$ cat config.mk
export PLATFORM = sky130hd
export DESIGN_NAME = mux16_rr_arbiter
export DESIGN_NICKNAME = d
export VERILOG_FILES = /design/src/rtl/mux16_arb_pkg.sv /design/src/rtl/rr_pick16.sv /design/src/rtl/mux16_rr_arbiter.sv
export SDC_FILE = /design/constraint.sdc
export NUM_CORES = 1
export LEC_CHECK = 0
export CAP_MARGIN = 20
export CORE_ASPECT_RATIO = 2
export CORE_MARGIN = 2
export CORE_UTILIZATION = 38
export CTS_CLUSTER_DIAMETER = 60
export DETAILED_ROUTE_END_ITERATION = 16
export DONT_BUFFER_PORTS = 1
export HOLD_SLACK_MARGIN = 0.12
export PLACE_DENSITY = 0.49
export SLEW_MARGIN = 20
export SYNTH_ARGS = -nofsm -noshare
export SYNTH_HDL_FRONTEND = slang
export SYNTH_HIERARCHICAL = 1
export SYNTH_SLANG_ARGS = --single-unit
$ cat constraint.sdc
create_clock -name clk -period 7.9 [get_ports clk]
set_input_delay 1.975 -clock clk [delete_from_list [all_inputs] [get_ports clk]]
set_output_delay 1.975 -clock clk [all_outputs]
set_load 0.01 [all_outputs]
$ cat src/rtl/mux16_arb_pkg.sv
// Shared types and constants for the 16-requester round-robin mux arbiter.
package mux16_arb_pkg;

  localparam int NUM_REQ = 16;
  localparam int DATA_W  = 4;
  localparam int IDX_W   = 4;

  typedef enum logic {
    IDLE  = 1'b0,
    GRANT = 1'b1
  } state_e;

  function automatic logic [NUM_REQ-1:0] onehot(input logic [IDX_W-1:0] idx);
    return NUM_REQ'(1) << idx;
  endfunction

endpackage

$ cat src/rtl/rr_pick16.sv
// Combinational rotate-priority encoder: first set request at or after ptr, wrapping mod 16.
module rr_pick16
  import mux16_arb_pkg::*;
(
  input  logic [NUM_REQ-1:0] req,
  input  logic [IDX_W-1:0]   ptr,
  output logic [IDX_W-1:0]   winner,
  output logic               any
);

  logic             found;
  logic [IDX_W-1:0] idx;

  // Scan from ptr upward; the 4-bit add wraps naturally past index 15.
  always_comb begin
    winner = '0;
    found  = 1'b0;
    idx    = '0;
    for (int i = 0; i < NUM_REQ; i++) begin
      idx = ptr + IDX_W'(i);
      if (!found && req[idx]) begin
        found  = 1'b1;
        winner = idx;
      end
    end
  end

  assign any = |req;

endmodule

$ cat src/rtl/mux16_rr_arbiter.sv
// Round-robin arbiter sharing one 16:1 4-bit data path, with bounded hold per grant.
// Optional grant lock input enabled by defining MUX16_ARB_LOCK_EN.
module mux16_rr_arbiter
  import mux16_arb_pkg::*;
#(
  parameter int MAX_HOLD  = 4,
  parameter int PTR_RESET = 0
) (
  input  logic                      clk,
  input  logic                      rst_n,
`ifdef MUX16_ARB_LOCK_EN
  input  logic                      lock,
`endif
  input  logic [NUM_REQ-1:0]        req,
  input  logic [NUM_REQ*DATA_W-1:0] data_in,
  input  logic                      out_ready,
  output logic [IDX_W-1:0]          sel,
  output logic [NUM_REQ-1:0]        gnt,
  output logic                      out_valid,
  output logic [DATA_W-1:0]         out_data,
  output logic                      busy
);

  localparam logic [IDX_W-1:0] HOLD_LAST = IDX_W'(MAX_HOLD - 1);
  localparam logic [IDX_W-1:0] PTR_INIT  = IDX_W'(PTR_RESET);

  state_e             state_q, state_d;
  logic [IDX_W-1:0]   sel_q, sel_d;
  logic [NUM_REQ-1:0] gnt_q, gnt_d;
  logic [IDX_W-1:0]   hold_q, hold_d;
  logic [IDX_W-1:0]   ptr_q, ptr_d;

  logic [IDX_W-1:0]   pickWinner;
  logic               pickAny;
  logic               grantActive;
  logic               ownerReq;
  logic               xfer;
  logic               atLast;
  logic               lockActive;
  logic               relGrant;

  rr_pick16 u_pick (
    .req    (req),
    .ptr    (ptr_q),
    .winner (pickWinner),
    .any    (pickAny)
  );

`ifdef MUX16_ARB_LOCK_EN
  assign lockActive = lock;
`else
  assign lockActive = 1'b0;
`endif

  assign grantActive = (state_q == GRANT);
  assign ownerReq    = req[sel_q];
  assign xfer        = grantActive && ownerReq && out_ready;
  assign atLast      = (hold_q == HOLD_LAST);
  // An owner dropping its request always releases; the hold limit can be overridden by lock.
  assign relGrant    = !ownerReq || (xfer && atLast && !lockActive);

  always_comb begin
    state_d = state_q;
    sel_d   = sel_q;
    gnt_d   = gnt_q;
    hold_d  = hold_q;
    ptr_d   = ptr_q;
    case (state_q)
      IDLE: begin
        if (pickAny) begin
          state_d = GRANT;
          sel_d   = pickWinner;
          gnt_d   = onehot(pickWinner);
          hold_d  = '0;
        end
      end
      GRANT: begin
        if (relGrant) begin
          state_d = IDLE;
          gnt_d   = '0;
          ptr_d   = sel_q + IDX_W'(1);
          hold_d  = '0;
        end else if (xfer && !atLast) begin
          // Under lock the counter simply saturates at the last slot.
          hold_d = hold_q + IDX_W'(1);
        end
      end
      default: state_d = IDLE;
    endcase
  end

  always_ff @(posedge clk) begin
    if (!rst_n) begin
      state_q <= IDLE;
      sel_q   <= '0;
      gnt_q   <= '0;
      hold_q  <= '0;
      ptr_q   <= PTR_INIT;
    end else begin
      state_q <= state_d;
      sel_q   <= sel_d;
      gnt_q   <= gnt_d;
      hold_q  <= hold_d;
      ptr_q   <= ptr_d;
    end
  end

  assign sel       = sel_q;
  assign gnt       = gnt_q;
  assign busy      = grantActive;
  assign out_valid = grantActive && ownerReq;
  assign out_data  = data_in[{sel_q, 2'b00} +: DATA_W];

endmodule

== Yosys cells after proc, flatten, opt, wreduce, memory -nomap -nowiden ==
Index checks and enable logic that the tools add are counted.

* Word-level logic and storage cells: 163
* Flip-flop bits (word level): 29
* Output and inout bits: 26

* Reduce and logical (&&, ||, !) cells: 42
* Bitwise gates (word level): 1
* Magnitude comparators: 17
* Shift-type cells: 2
* Eq/ne operators: 4
* Add/sub/neg operators: 17
* Mux-type cells: 75

{| class="wikitable"
|+ Operators with widths
! kind !! number
|-
| 4-bit by 5-bit < comparator with 1-bit output, second input constant || 17
|-
| 4-bit two-way mux || 19
|-
| 1-bit binary-select mux with 4-bit select || 17
|-
| 64-bit by 7-bit variable part select with 4-bit output || 1
|-
| 1-bit two-way mux || 34
|-
| 4-bit adder, second input constant || 8
|-
| 16-bit two-way mux || 2
|-
| 16-bit one-hot mux with 2 select lines || 1
|-
| 1-bit logical AND || 19
|-
| 1-bit logical NOT || 17
|-
| 4-bit by 3-bit adder with 4-bit output, second input constant || 4
|-
| 16-bit OR reduction || 1
|-
| 1-bit by 4-bit left shift with 16-bit output, first input constant || 1
|-
| 4-bit by 1-bit adder with 4-bit output, second input constant || 3
|-
| 4-bit by 2-bit adder with 4-bit output, second input constant || 2
|-
| 4-bit one-hot mux with 2 select lines || 1
|-
| 2-bit AND reduction || 4
|-
| 4-bit by 2-bit == test with 1-bit output, second input constant || 1
|-
| 3-bit by 1-bit != test with 1-bit output, second input constant || 1
|-
| 2-bit by 1-bit != test with 1-bit output, second input constant || 1
|-
| 2-bit != test, second input constant || 1
|-
| 1-bit one-hot mux with 2 select lines || 1
|-
| 1-bit logical OR || 1
|-
| 1-bit NOT || 1
|}

== Longest topological paths before layout ==
* Depth in word-level cells: 51
* Mapped depth: 20
* Gate-level depth less buffers: 15

== Hierarchy ==
The synthesis kept the hierarchy.

{| class="wikitable"
|+ Modules (own cells, without submodules)
! module !! cells an instance !! area an instance (µm²) !! instances
|-
| rr_pick16 || 263 || 2297.2 || 1
|-
| mux16_rr_arbiter || 182 || 1934.4 || 1
|}

== Least setup slack after synthesis ==
Ideal clock, no wire load.

* Kind: input -> register
* Start: in req[3]
* End: reg gnt_q[3], in the netlist gnt[3]
* Required time: 7.828 ns
* Path slack: 2.008 ns
* Stages on the path: 12
* Library setup time: 0.072 ns
* Data arrival time: 5.820 ns
* Cells stage by stage: mux4_1 -> mux4_2 -> a2111o_1 -> nor4_4 -> nand4_4 -> or3_4 -> nor2b_4 -> o2111a_1 -> a221o_1 -> nor4_1 -> nand3_1 -> mux2i_1

* Word-level cells in the longest chain between the ends: 51
* Elaborated cells between the ends (all ways): 107
* Those cells by class: eq/ne (2); shift (1); mux (67); reduce/logical (37)

{| class="wikitable"
|+ Ends and longest elaborated chain
! what !! RTL line !! source
|-
| from (decl) || mux16_rr_arbiter.sv:14 || <nowiki>input logic [NUM_REQ-1:0] req,</nowiki>
|-
| 1-bit binary-select mux with 4-bit select || rr_pick16.sv:21 || <nowiki>if (!found && req[idx]) begin</nowiki>
|-
| 1-bit two-way mux (implied by the code) || rr_pick16.sv:21 ||
|-
| 1-bit two-way mux || rr_pick16.sv:21 ||
|-
| 1-bit logical NOT || rr_pick16.sv:21 ||
|-
| 1-bit logical AND || rr_pick16.sv:21 ||
|-
| 1-bit two-way mux || rr_pick16.sv:21 ||
|-
| 1-bit logical NOT || rr_pick16.sv:21 ||
|-
| 1-bit logical AND || rr_pick16.sv:21 ||
|-
| [... 36 more ...] || - ||
|-
| 1-bit two-way mux || rr_pick16.sv:21 ||
|-
| 1-bit logical NOT || rr_pick16.sv:21 ||
|-
| 1-bit logical AND || rr_pick16.sv:21 ||
|-
| 4-bit two-way mux * || rr_pick16.sv:21 ||
|-
| net pickWinner[2] || mux16_rr_arbiter.sv:33 || <nowiki>logic [IDX_W-1:0] pickWinner;</nowiki>
|-
| 1-bit by 4-bit left shift with 16-bit output * || mux16_arb_pkg.sv:14 || <nowiki>return NUM_REQ'(1) << idx;</nowiki>
|-
| 16-bit two-way mux * || mux16_rr_arbiter.sv:70 || <nowiki>if (pickAny) begin</nowiki>
|-
| 16-bit one-hot mux with 2 select lines * || mux16_rr_arbiter.sv:68 || <nowiki>case (state_q)</nowiki>
|-
| to (signal assigned) || mux16_rr_arbiter.sv:102 || <nowiki>gnt_q <= gnt_d;</nowiki>
|-
| to (decl) || mux16_rr_arbiter.sv:29 || <nowiki>logic [NUM_REQ-1:0] gnt_q, gnt_d;</nowiki>
|}

The timed path passes the listed nets; every way through them passes the cells marked *. The select of a mux whose other input is x is not followed.
A chain may end at the register's enable or synchronous reset.

== Worst setup path in the final report ==
Same ends and word-level chain as after synthesis.

==> flow_metrics.py <==
metrics = {
    "global_route": {
        "grt_start_max_net_pins": 33,
        "antenna_found_initial": 0,
        "grt_overflow_total": 0,
        "grt_pass1_wl_um": 21800,
        "grt_usage_pct": 23.8,
        "grt_pass1_vias": 3900,
    },
    "floorplanning": {
        "die_h_um": 153,
        "die_x_um": 78.6,
        "rows": 54,
        "start_util_pct": 38.9,
        "core_mm2": 0.0109,
        "die_area_mm2": 0.0120,
        "num_io_pins": 109,
    },
    "critical_path": {
        "cp.required_ns": 8.10,
        "cp_max_fo": 9,
        "worstRegToRegCells": 14,
        "setup.worst_path.class": "in2reg",
        "regToRegSetupSlack_ns": 2.44,
        "setup.worst_path.start_class": "primary input",
        "arrival_ns": 6.31,
        "crit_path_end_kind": "register",
    },
    "sta": {
        "worst_slack_ns": 1.79,
        "fmax_mhz": 164,
        "hold_viol": 0,
        "fin_setup_tns_ns": 0,
        "slew_violations": 0,
        "fin_crit_ns": 6.11,
        "worst_pin_slew_ns": 1.02,
        "final.period_utilization_pct": 77.3,
        "relSlewSlack_pct": 31.7,
        "holdWs_ns": 0.506,
        "fin_skew_ns": 0.00296,
        "rsz0062_at_grt": "false",
        "setup_viol": 0,
    },
    "synthesis": {
        "synth_enable_flop_cells": 0,
        "syn-num-nets": 537,
        "ys_seq_elements": 29,
        "syn_inst": 445,
        "ys_warn_count": 6,
        "syn_avg_cell_area_um2": 9.51,
        "synth_cell_type_count": 69,
        "synth_seq_area_share_pct": 13.7,
        "synth_area_mm2": 0.00423,
        "synthArstFlopShare_pct": 0,
        "synth_top_flop_cell": "dfxtp_1",
    },
    "route": {
        "first_pass_iters": 5,
        "post_drt_wl_per_cell_um": 24.6,
        "dr.first_iter.drc_count": 143,
        "viasPerCell": 6.62,
        "ant_nets": 0,
        "vias": 3780,
        "drc": 0,
        "drt-total-wl_um": 14000,
    },
    "status": {
        "status": "finished, final reports clean",
    },
    "power": {
        "p_leak_nw": 1.49,
        "power_density_mw_per_mm2": 402,
        "peakVddDrop_mv": 0.214,
    },
    "layout": {
        "area_delta_synth_final_pct": 5.29,
        "mostFrequentLayoutCells": "mux4_2 (46), nand2_1 (43), nor2_1 (28), inv_1 (28), dfxtp_1 (28)",
        "layout_commonest_cell": "mux4_2",
        "final_area_mm2": 0.00446,
        "layout-drive-gt1-share_pct": 21.1,
        "diodes": 0,
        "nets": 523,
    },
    "place": {
        "port_buffers": 0,
        "place.gp.congestion": 0.926,
        "pre_cts_ws_ns": 1.51,
        "placed_area_mm2": 0.00431,
        "post-dp-hpwl_um": 11400,
    },
    "min_path": {
        "hold_class": "reg2reg",
        "min_path_cells": 2,
    },
    "clocking": {
        "cts_buffers": 5,
        "root_buffer": "clkbuf_16",
        "htree_num_levels": 2,
        "post_cts_resized": 0,
        "cts_buffer_depth": 2,
        "holdBufCountCts": 0,
        "clk_pin_slew_worst_paths_ns": 0.05,
        "tritoncts": "built",
        "post_cts_buffers": 0,
        "clk_latency_ns": 0.27,
        "cts_sinks": 29,
    },
    "job": {
        "cap_violations": 0,
    },
}
## synth_stat cells, types with 5 or more instances
master    count  area share [%]
nor3_1        5            0.59
nor2_1       28             2.5
mux4_1        9             5.6
a21oi_1      24             2.8
nor4_1        6            0.89
nand3_1       7            0.83
nand2_1      43             3.8
inv_1        28             2.5
o22ai_1       8             1.2
clkbuf_1     15             1.3
nand2b_1      9             1.3
mux4_2       46              24
dfxtp_1      29              14
xnor2_1       7             1.4
a31oi_1       5            0.74
mux2i_1      25             5.9
o21ai_0      20             2.4
a211oi_1      9             1.6
buf_6         5             1.3
mux2_2       13             3.5
nor2b_1       9             1.3
ha_1          9             2.7
## path summary, 6_finish.rpt
check / start / endpoint
max: req[3] / gnt[3]
min: hold_q[1] / hold_q[1]
max reg2reg: ptr_q[0] / gnt[3]
min reg2reg: hold_q[1] / hold_q[1]
## state kept, by name (all words and copies together), names as in the netlist
signal and count:
sel 4, gnt 16, hold_q 4, ptr_q 4, busy 1
## routing by layer
metal | vias up | track usage [%] | part of all wire, %
met1 | 1857 | 21.7 | 30
li1 | 1718 | - | -
met3 | 51 | 2.77 | 3.8
met2 | 154 | 46.2 | 58
met4 | 0 | 17.1 | 8.2
met5 | - | 0 | 0
## kinds of logic (layout without fill, tap and decap cells)
logic type,Yosys count,in the layout,synth area share [%]
xor gates and xnor gates,10,10,2.07
buffers and inverters,58,44,6.15
adders and majority gates,9,9,2.66
DFF,29,29,13.7
and+or+nand+nor,140,140,18.3
muxes,93,93,39.4
AOI/OAI and AO/OA,106,106,17.7
## where the power goes
| part | total (mW) | leakage [nW] | switching (mW) | internal (mW) |
|---|---|---|---|---|
| clock | 0.184 | 0.0700 | 0.0609 | 0.123 |
| sequential | 0.244 | 0.236 | 0.0667 | 0.178 |
| combinational | 1.36 | 1.18 | 0.797 | 0.565 |
## critical path: stages
cell	delay [ns]
mux4_1	0.57
mux4_2	0.55
a2111o_1	0.51
nor4_4	0.42
nand4_4	0.23
or3_4	0.47
nor2b_4	0.14
o2111a_1	0.14
a221o_1	0.40
nor4_1	0.59
nand3_1	0.14
mux2i_1	0.16
## metrics by stage
step,cells,util (%),power (mW)
2_1_floorplan,445,-,1.29
3_3_place_gp,564,39.6,1.61
3_5_place_dp,564,39.6,1.60
4_1_cts,571,40.9,1.79
5_1_grt,571,41.0,1.91
6_report,571,41.0,1.79
## area by class of cell
class,count,area [um2]
timing repair buffer,7,52.6
sequential,29,582
tap,140,175
fill,1102,6420
clock buffer,7,143
inverter,30,113
multi-input combinational,358,3390
No activity file was read; power rests on OpenSTA's default activity.
